**src/rtl/loader_pkg.sv**
```systemverilog
// Shared constants for the boot-time program loader.
// State encoding, RAM handshake constants, default sizes.
package loader_pkg;

  localparam logic [2:0] HDR_HI  = 3'd0;
  localparam logic [2:0] HDR_LO  = 3'd1;
  localparam logic [2:0] COLLECT = 3'd2;
  localparam logic [2:0] WRITE   = 3'd3;
  localparam logic [2:0] CHECK   = 3'd4;
  localparam logic [2:0] DONE    = 3'd5;
  localparam logic [2:0] ERROR   = 3'd6;

  localparam logic [1:0] DL_WORD  = 2'b10;
  localparam logic       RW_WRITE = 1'b0;

  localparam int DEF_MAX_WORDS   = 128;
  localparam int DEF_MOC_TIMEOUT = 15;

endpackage

```
**src/rtl/program_loader_word_assembler.sv**
```systemverilog
// Big-endian word assembler: shifts accepted bytes into a 32-bit word.
// Ports: clk, reset, byte_valid, byte_in -> word, word_ready (4th byte).
module word_assembler (
  input  logic        clk,
  input  logic        reset,
  input  logic        byte_valid,
  input  logic [7:0]  byte_in,
  output logic [31:0] word,
  output logic        word_ready
);

  logic [31:0] word_q, word_d;
  logic [1:0]  cnt_q, cnt_d;

  always_comb begin
    word_d = word_q;
    cnt_d  = cnt_q;
    if (byte_valid) begin
      word_d = {word_q[23:0], byte_in};
      cnt_d  = cnt_q + 2'd1;
    end
  end

  always_ff @(posedge clk) begin
    if (reset) begin
      word_q <= '0;
      cnt_q  <= '0;
    end else begin
      word_q <= word_d;
      cnt_q  <= cnt_d;
    end
  end

  assign word       = word_q;
  assign word_ready = byte_valid && (cnt_q == 2'd3);

endmodule

```
**src/rtl/program_loader.sv**
```systemverilog
// Boot loader: byte stream -> 32-bit RAM writes via MOV/MOC, then
// releases cpu_reset. Ports: main_clk, reset, in_* stream, mem_* RAM,
// cpu_reset, load_done, load_error. LOADER_CHECKSUM_EN adds XOR trailer.
module program_loader
  import loader_pkg::*;
#(
  parameter int MAX_WORDS   = DEF_MAX_WORDS,
  parameter int MOC_TIMEOUT = DEF_MOC_TIMEOUT
) (
  input  logic        main_clk,
  input  logic        reset,
  input  logic [7:0]  in_data,
  input  logic        in_valid,
  output logic        in_ready,
  output logic        mem_mov,
  output logic        mem_rw,
  output logic        mem_sig,
  output logic [1:0]  mem_dl,
  output logic [8:0]  mem_address,
  output logic [31:0] mem_data,
  input  logic        mem_moc,
  output logic        cpu_reset,
  output logic        load_done,
  output logic        load_error
);

  localparam int TW = $clog2(MOC_TIMEOUT + 1);
  localparam logic [TW-1:0] TMO_LAST = TW'(MOC_TIMEOUT - 1);

`ifdef LOADER_CHECKSUM_EN
  localparam logic [2:0] LAST_ST = CHECK;
`else
  localparam logic [2:0] LAST_ST = DONE;
`endif

  logic [2:0]    state_q, state_d;
  logic [7:0]    len_hi_q, len_hi_d;
  logic [15:0]   len_q, len_d;
  logic [15:0]   wcnt_q, wcnt_d;
  logic [8:0]    addr_q, addr_d;
  logic [TW-1:0] tmo_q, tmo_d;
`ifdef LOADER_CHECKSUM_EN
  logic [7:0]    csum_q, csum_d;
`endif

  logic        accept;
  logic        pay_acc;
  logic        word_ready;
  logic [31:0] word;
  logic [15:0] len_in;

  assign in_ready = (state_q == HDR_HI) || (state_q == HDR_LO) ||
                    (state_q == COLLECT) || (state_q == CHECK);
  assign accept   = in_valid && in_ready;
  assign pay_acc  = accept && (state_q == COLLECT);
  assign len_in   = {len_hi_q, in_data};

  word_assembler u_asm (
    .clk       (main_clk),
    .reset     (reset),
    .byte_valid(pay_acc),
    .byte_in   (in_data),
    .word      (word),
    .word_ready(word_ready)
  );

  always_comb begin
    state_d  = state_q;
    len_hi_d = len_hi_q;
    len_d    = len_q;
    wcnt_d   = wcnt_q;
    addr_d   = addr_q;
    tmo_d    = tmo_q;
    case (state_q)
      HDR_HI: begin
        if (accept) begin
          len_hi_d = in_data;
          state_d  = HDR_LO;
        end
      end
      HDR_LO: begin
        if (accept) begin
          len_d = len_in;
          if (len_in > 16'(MAX_WORDS)) state_d = ERROR;
          else if (len_in == 16'd0)    state_d = LAST_ST;
          else                         state_d = COLLECT;
        end
      end
      COLLECT: begin
        if (word_ready) begin
          state_d = WRITE;
          tmo_d   = '0;
        end
      end
      WRITE: begin
        // moc accepted in any of the MOC_TIMEOUT write cycles
        if (mem_moc) begin
          addr_d = addr_q + 9'd4;
          wcnt_d = wcnt_q + 16'd1;
          tmo_d  = '0;
          if (wcnt_q + 16'd1 == len_q) state_d = LAST_ST;
          else                         state_d = COLLECT;
        end else if (tmo_q == TMO_LAST) begin
          state_d = ERROR;
        end else begin
          tmo_d = tmo_q + 1'b1;
        end
      end
`ifdef LOADER_CHECKSUM_EN
      CHECK: begin
        if (accept) state_d = (in_data == csum_q) ? DONE : ERROR;
      end
`endif
      DONE:    state_d = DONE;
      ERROR:   state_d = ERROR;
      default: state_d = ERROR;
    endcase
  end

`ifdef LOADER_CHECKSUM_EN
  always_comb begin
    csum_d = csum_q;
    if (pay_acc) csum_d = csum_q ^ in_data;
  end
`endif

  always_ff @(posedge main_clk) begin
    if (reset) begin
      state_q  <= HDR_HI;
      len_hi_q <= '0;
      len_q    <= '0;
      wcnt_q   <= '0;
      addr_q   <= '0;
      tmo_q    <= '0;
    end else begin
      state_q  <= state_d;
      len_hi_q <= len_hi_d;
      len_q    <= len_d;
      wcnt_q   <= wcnt_d;
      addr_q   <= addr_d;
      tmo_q    <= tmo_d;
    end
  end

`ifdef LOADER_CHECKSUM_EN
  always_ff @(posedge main_clk) begin
    if (reset) csum_q <= '0;
    else       csum_q <= csum_d;
  end
`endif

  assign mem_mov     = (state_q == WRITE);
  assign mem_rw      = RW_WRITE;
  assign mem_sig     = 1'b0;
  assign mem_dl      = DL_WORD;
  assign mem_address = addr_q;
  assign mem_data    = word;
  assign load_done   = (state_q == DONE);
  assign load_error  = (state_q == ERROR);
  assign cpu_reset   = (state_q != DONE);

endmodule

```
**config.mk**
```make
export PLATFORM = sky130hd
export DESIGN_NAME = program_loader
export DESIGN_NICKNAME = d
export VERILOG_FILES = /design/src/rtl/loader_pkg.sv /design/src/rtl/program_loader_word_assembler.sv /design/src/rtl/program_loader.sv
export SDC_FILE = /design/constraint.sdc
export NUM_CORES = 1
export LEC_CHECK = 0
export ABC_AREA = 1
export ABC_CLOCK_PERIOD_IN_PS = 1710
export CAP_MARGIN = 20
export CORE_UTILIZATION = 49
export DETAILED_ROUTE_END_ITERATION = 10
export GPL_TIMING_DRIVEN = 0
export PLACE_DENSITY = 0.76
export SKIP_CTS_REPAIR_TIMING = 1
export SYNTH_ARGS = -nofsm -noshare
export SYNTH_HDL_FRONTEND = slang
export SYNTH_SLANG_ARGS = --single-unit
```
**constraint.sdc**
```tcl
create_clock -name main_clk -period 1.71 [get_ports main_clk]
set_input_delay 0.2565 -clock main_clk [delete_from_list [all_inputs] [get_ports main_clk]]
set_output_delay 0.2565 -clock main_clk [all_outputs]
set_load 0.01 [all_outputs]
```
==> flow_metrics.tcl <==
set metrics [dict create \
    ant_nets 0 \
    synth_area_um2 4140 \
    synthToLayoutAreaGrowth_pct 28.80 \
    final_util_pct 64.90 \
    reg2reg_depth 15 \
    firstDrtPassIters 5 \
    postSynthCellCount 593 \
    cp_cell_sequence "ha_4 > nand2_4 > nor2_4 > nand3_2 > nand2_2 > nand2_2 > nand2_1 > nand2_1 > nor2_1 > nand2_1 > nor2_2 > nand3_1 > nand2_1 > nand2_1 > a21oi_2" \
    drv_slew 0 \
    hp-class "flop to flop" \
    synth_cell_type_count 33 \
    grt_max_degree 17 \
    max_stage_delay_ps 390 \
    dpl.hpwl_um 7720 \
    fmax_ghz 0.5186 \
    final.setup.tns_ps -526.7 \
    synth_flop_cell "dfxtp_1" \
    insertion_delay_ps 360 \
    async_flop_share_pct 0 \
    p_total_mw 6.754 \
    dr.first_iter.drc_count 185 \
    place_congestion 0.8663 \
    tritoncts "yes" \
    final_hold_viol_count 0 \
    endpoint_kind "flop" \
    r2r_end "state_q[0]" \
    drt-vias-per-instance 5.219 \
    regToRegStartpoint "wcnt_q[1]" \
    grtUsageTotal_pct 24.61 \
    finalSetupViolCount 4 \
    crit_end "state_q[0]" \
    cp.depth 15 \
    first_global_vias 3741 \
    synth-seq-cells 88 \
    hp-start "len_q[3]" \
    clockBufferDepth 2 \
    start_util_pct 50.39 \
    finalCriticalPeriod_ps 1928 \
    regToRegSetupSlack_ps -220 \
    p_per_area_nw_per_um2 1266 \
    cp-startpoint "wcnt_q[1]" \
    drc 0 \
    synth_edf_count 0 \
    worst_slew_pin_slew_ps 622.4 \
    vias 4102 \
    slew_headroom_pct 58.50 \
    wire_per_inst_um 13.89 \
    synth-warning-count 0 \
    antenna_found_initial 0 \
    layout-drive-gt1-share_pct 14.83 \
    cts_sinks 88 \
    slowest_stage "dfxtp_4" \
    die_area_um2 8821 \
    ys_seq_area_share_pct 42.55 \
    overflow 0 \
    fin_skew_ps 9.221 \
    crit_buf_inv 0 \
    crit_path_max_fanout 4 \
    place_ws_ps -470.0 \
    startpoint_type "flop" \
    grt_pass1_wl_um 16910 \
    wirelength_um 10910 \
    power.leakage_nw 2.297 \
    critPathArrivalTime_ps 2210 \
    final_common_cell "nor2_1" \
    violations "negative setup slack" \
    status "finished, violations left" \
    path_class "flop to flop" \
    fin_ws_ps -218.1 \
    maxCapViolations 0 \
    diodes 0 \
    clkTransAtPathRegs_ps 100 \
    numCtsBuffers 9 \
    rsz0062_at_grt "true" \
    avgSynthCellArea_um2 6.982 \
    path_common_cell "nand2_1" \
    fin_nets 693 \
    htree_levels 3 \
    cp.required_ps 2000 \
    fp-row-count 33 \
    period_share_pct 112.8 \
    layout_common_cells "nor2_1, dfxtp_1, nand2_1" \
    ioPinCount 62 \
    irDropWorstVdd_mv 0.7291 \
    die_width_um 93.92 \
    ctsRootBufferMaster "clkbuf_8" \
    coreArea_um2 8217 \
    port_buffers 55 \
    critical-path-top-delay-family "simple AND/OR/NAND/NOR gates" \
    die_h_um 93.92 \
]
cell type report:
cell class              count  area [um^2]
multi-input cells         424         2196
repair buffers             68        660.6
clock buffers               9        123.9
well taps                 105        131.4
flip-flops and latches     88         1788
fillers                   739         2884
inverters                  59        221.5
plain buffers              26        131.4
clock inverters             7        80.08
synthesized netlist by cell type (all sizes together) (4+ instances only):
cell	count	area share, %
a21oi	31	3.9
nor2	140	14
nand2	86	8.0
buf	9	1.5
xor2	6	1.3
clkbuf	17	1.5
o21ai	78	9.4
o211ai	5	0.91
dfxtp	88	43
inv	59	5.3
nand4	11	1.7
nor3	8	0.97
nand3	30	3.6
ha	5	1.5
nand3b	4	0.73
report_power, final:
group          leakage (nW)  internal, mW  total [mW]  switching [mW]
Combinational          1.48          1.03        2.42            1.39
Clock                0.0960         0.688        1.48           0.790
Sequential            0.723          2.49        2.85           0.362
Total                  2.30          4.21        6.75            2.54
per-stage QoR:
| step | hold slack, ps | std cells | instance area [um^2] |
|---|---|---|---|
| 2_1_floorplan | 391.4 | 597 | 4178 |
| 3_3_place_gp | 455.0 | 757 | 4860 |
| 4_1_cts | 475.5 | 773 | 5064 |
| 6_report | 474.5 | 786 | 5333 |
| 5_1_grt | 492.4 | 786 | 5333 |
| 3_5_place_dp | 462.3 | 757 | 4860 |
worst register-to-register path: stages, from the launching register on:
cell,delay [ps]
dfxtp_4,390
ha_4,180
nand2_4,70
nor2_4,150
nand3_2,100
nand2_2,80
nand2_2,50
nand2_1,70
nand2_1,50
nor2_1,80
nand2_1,90
nor2_2,160
nand3_1,90
nand2_1,80
nand2_1,60
a21oi_2,140
cells by family (layout without fill, tap and decap cells):
| group | count (synthesis) | in the layout | synth area share, % |
|---|---|---|---|
| buffers and inverters | 85 | 169 | 8.341 |
| adders and majority gates | 5 | 5 | 1.511 |
| and+or+nand+nor | 283 | 283 | 29.65 |
| xor gates and xnor gates | 9 | 9 | 2.236 |
| AOI/OAI and AO/OA | 121 | 121 | 15.53 |
| DFF | 88 | 88 | 42.55 |
| other | 2 | 6 | 0.1814 |
sequential cells by signal, summed over array words and instances (netlist names):
register     cells
u_asm.word      32
len_q           16
wcnt_q          16
len_hi_q         8
mem_address      7
tmo_q            4
state_q          3
u_asm.cnt_q      2
metal layers:
| layer | track usage (%) | vias to the layer above | share of wire (%) |
|---|---|---|---|
| met2 | 41.55 | 133 | 48 |
| met1 | 30.16 | 1862 | 43 |
| met5 | 0 | - | 0 |
| met3 | 5.502 | 24 | 6.3 |
| li1 | - | 2083 | - |
| met4 | 10.00 | 0 | 2.3 |
how the worst min path moves through the flow:
stage / endpoint / depth (start not counted) / slack [ps]
after floorplan: u_asm.word[0] / 2 / 390
after global placement: u_asm.cnt_q[0] / 2 / 450
after detailed placement: len_q[12] / 2 / 460
after CTS: len_q[12] / 2 / 480
after global routing: len_q[3] / 2 / 490
final: len_q[3] / 2 / 470
No activity file was read; power rests on OpenSTA's default activity.
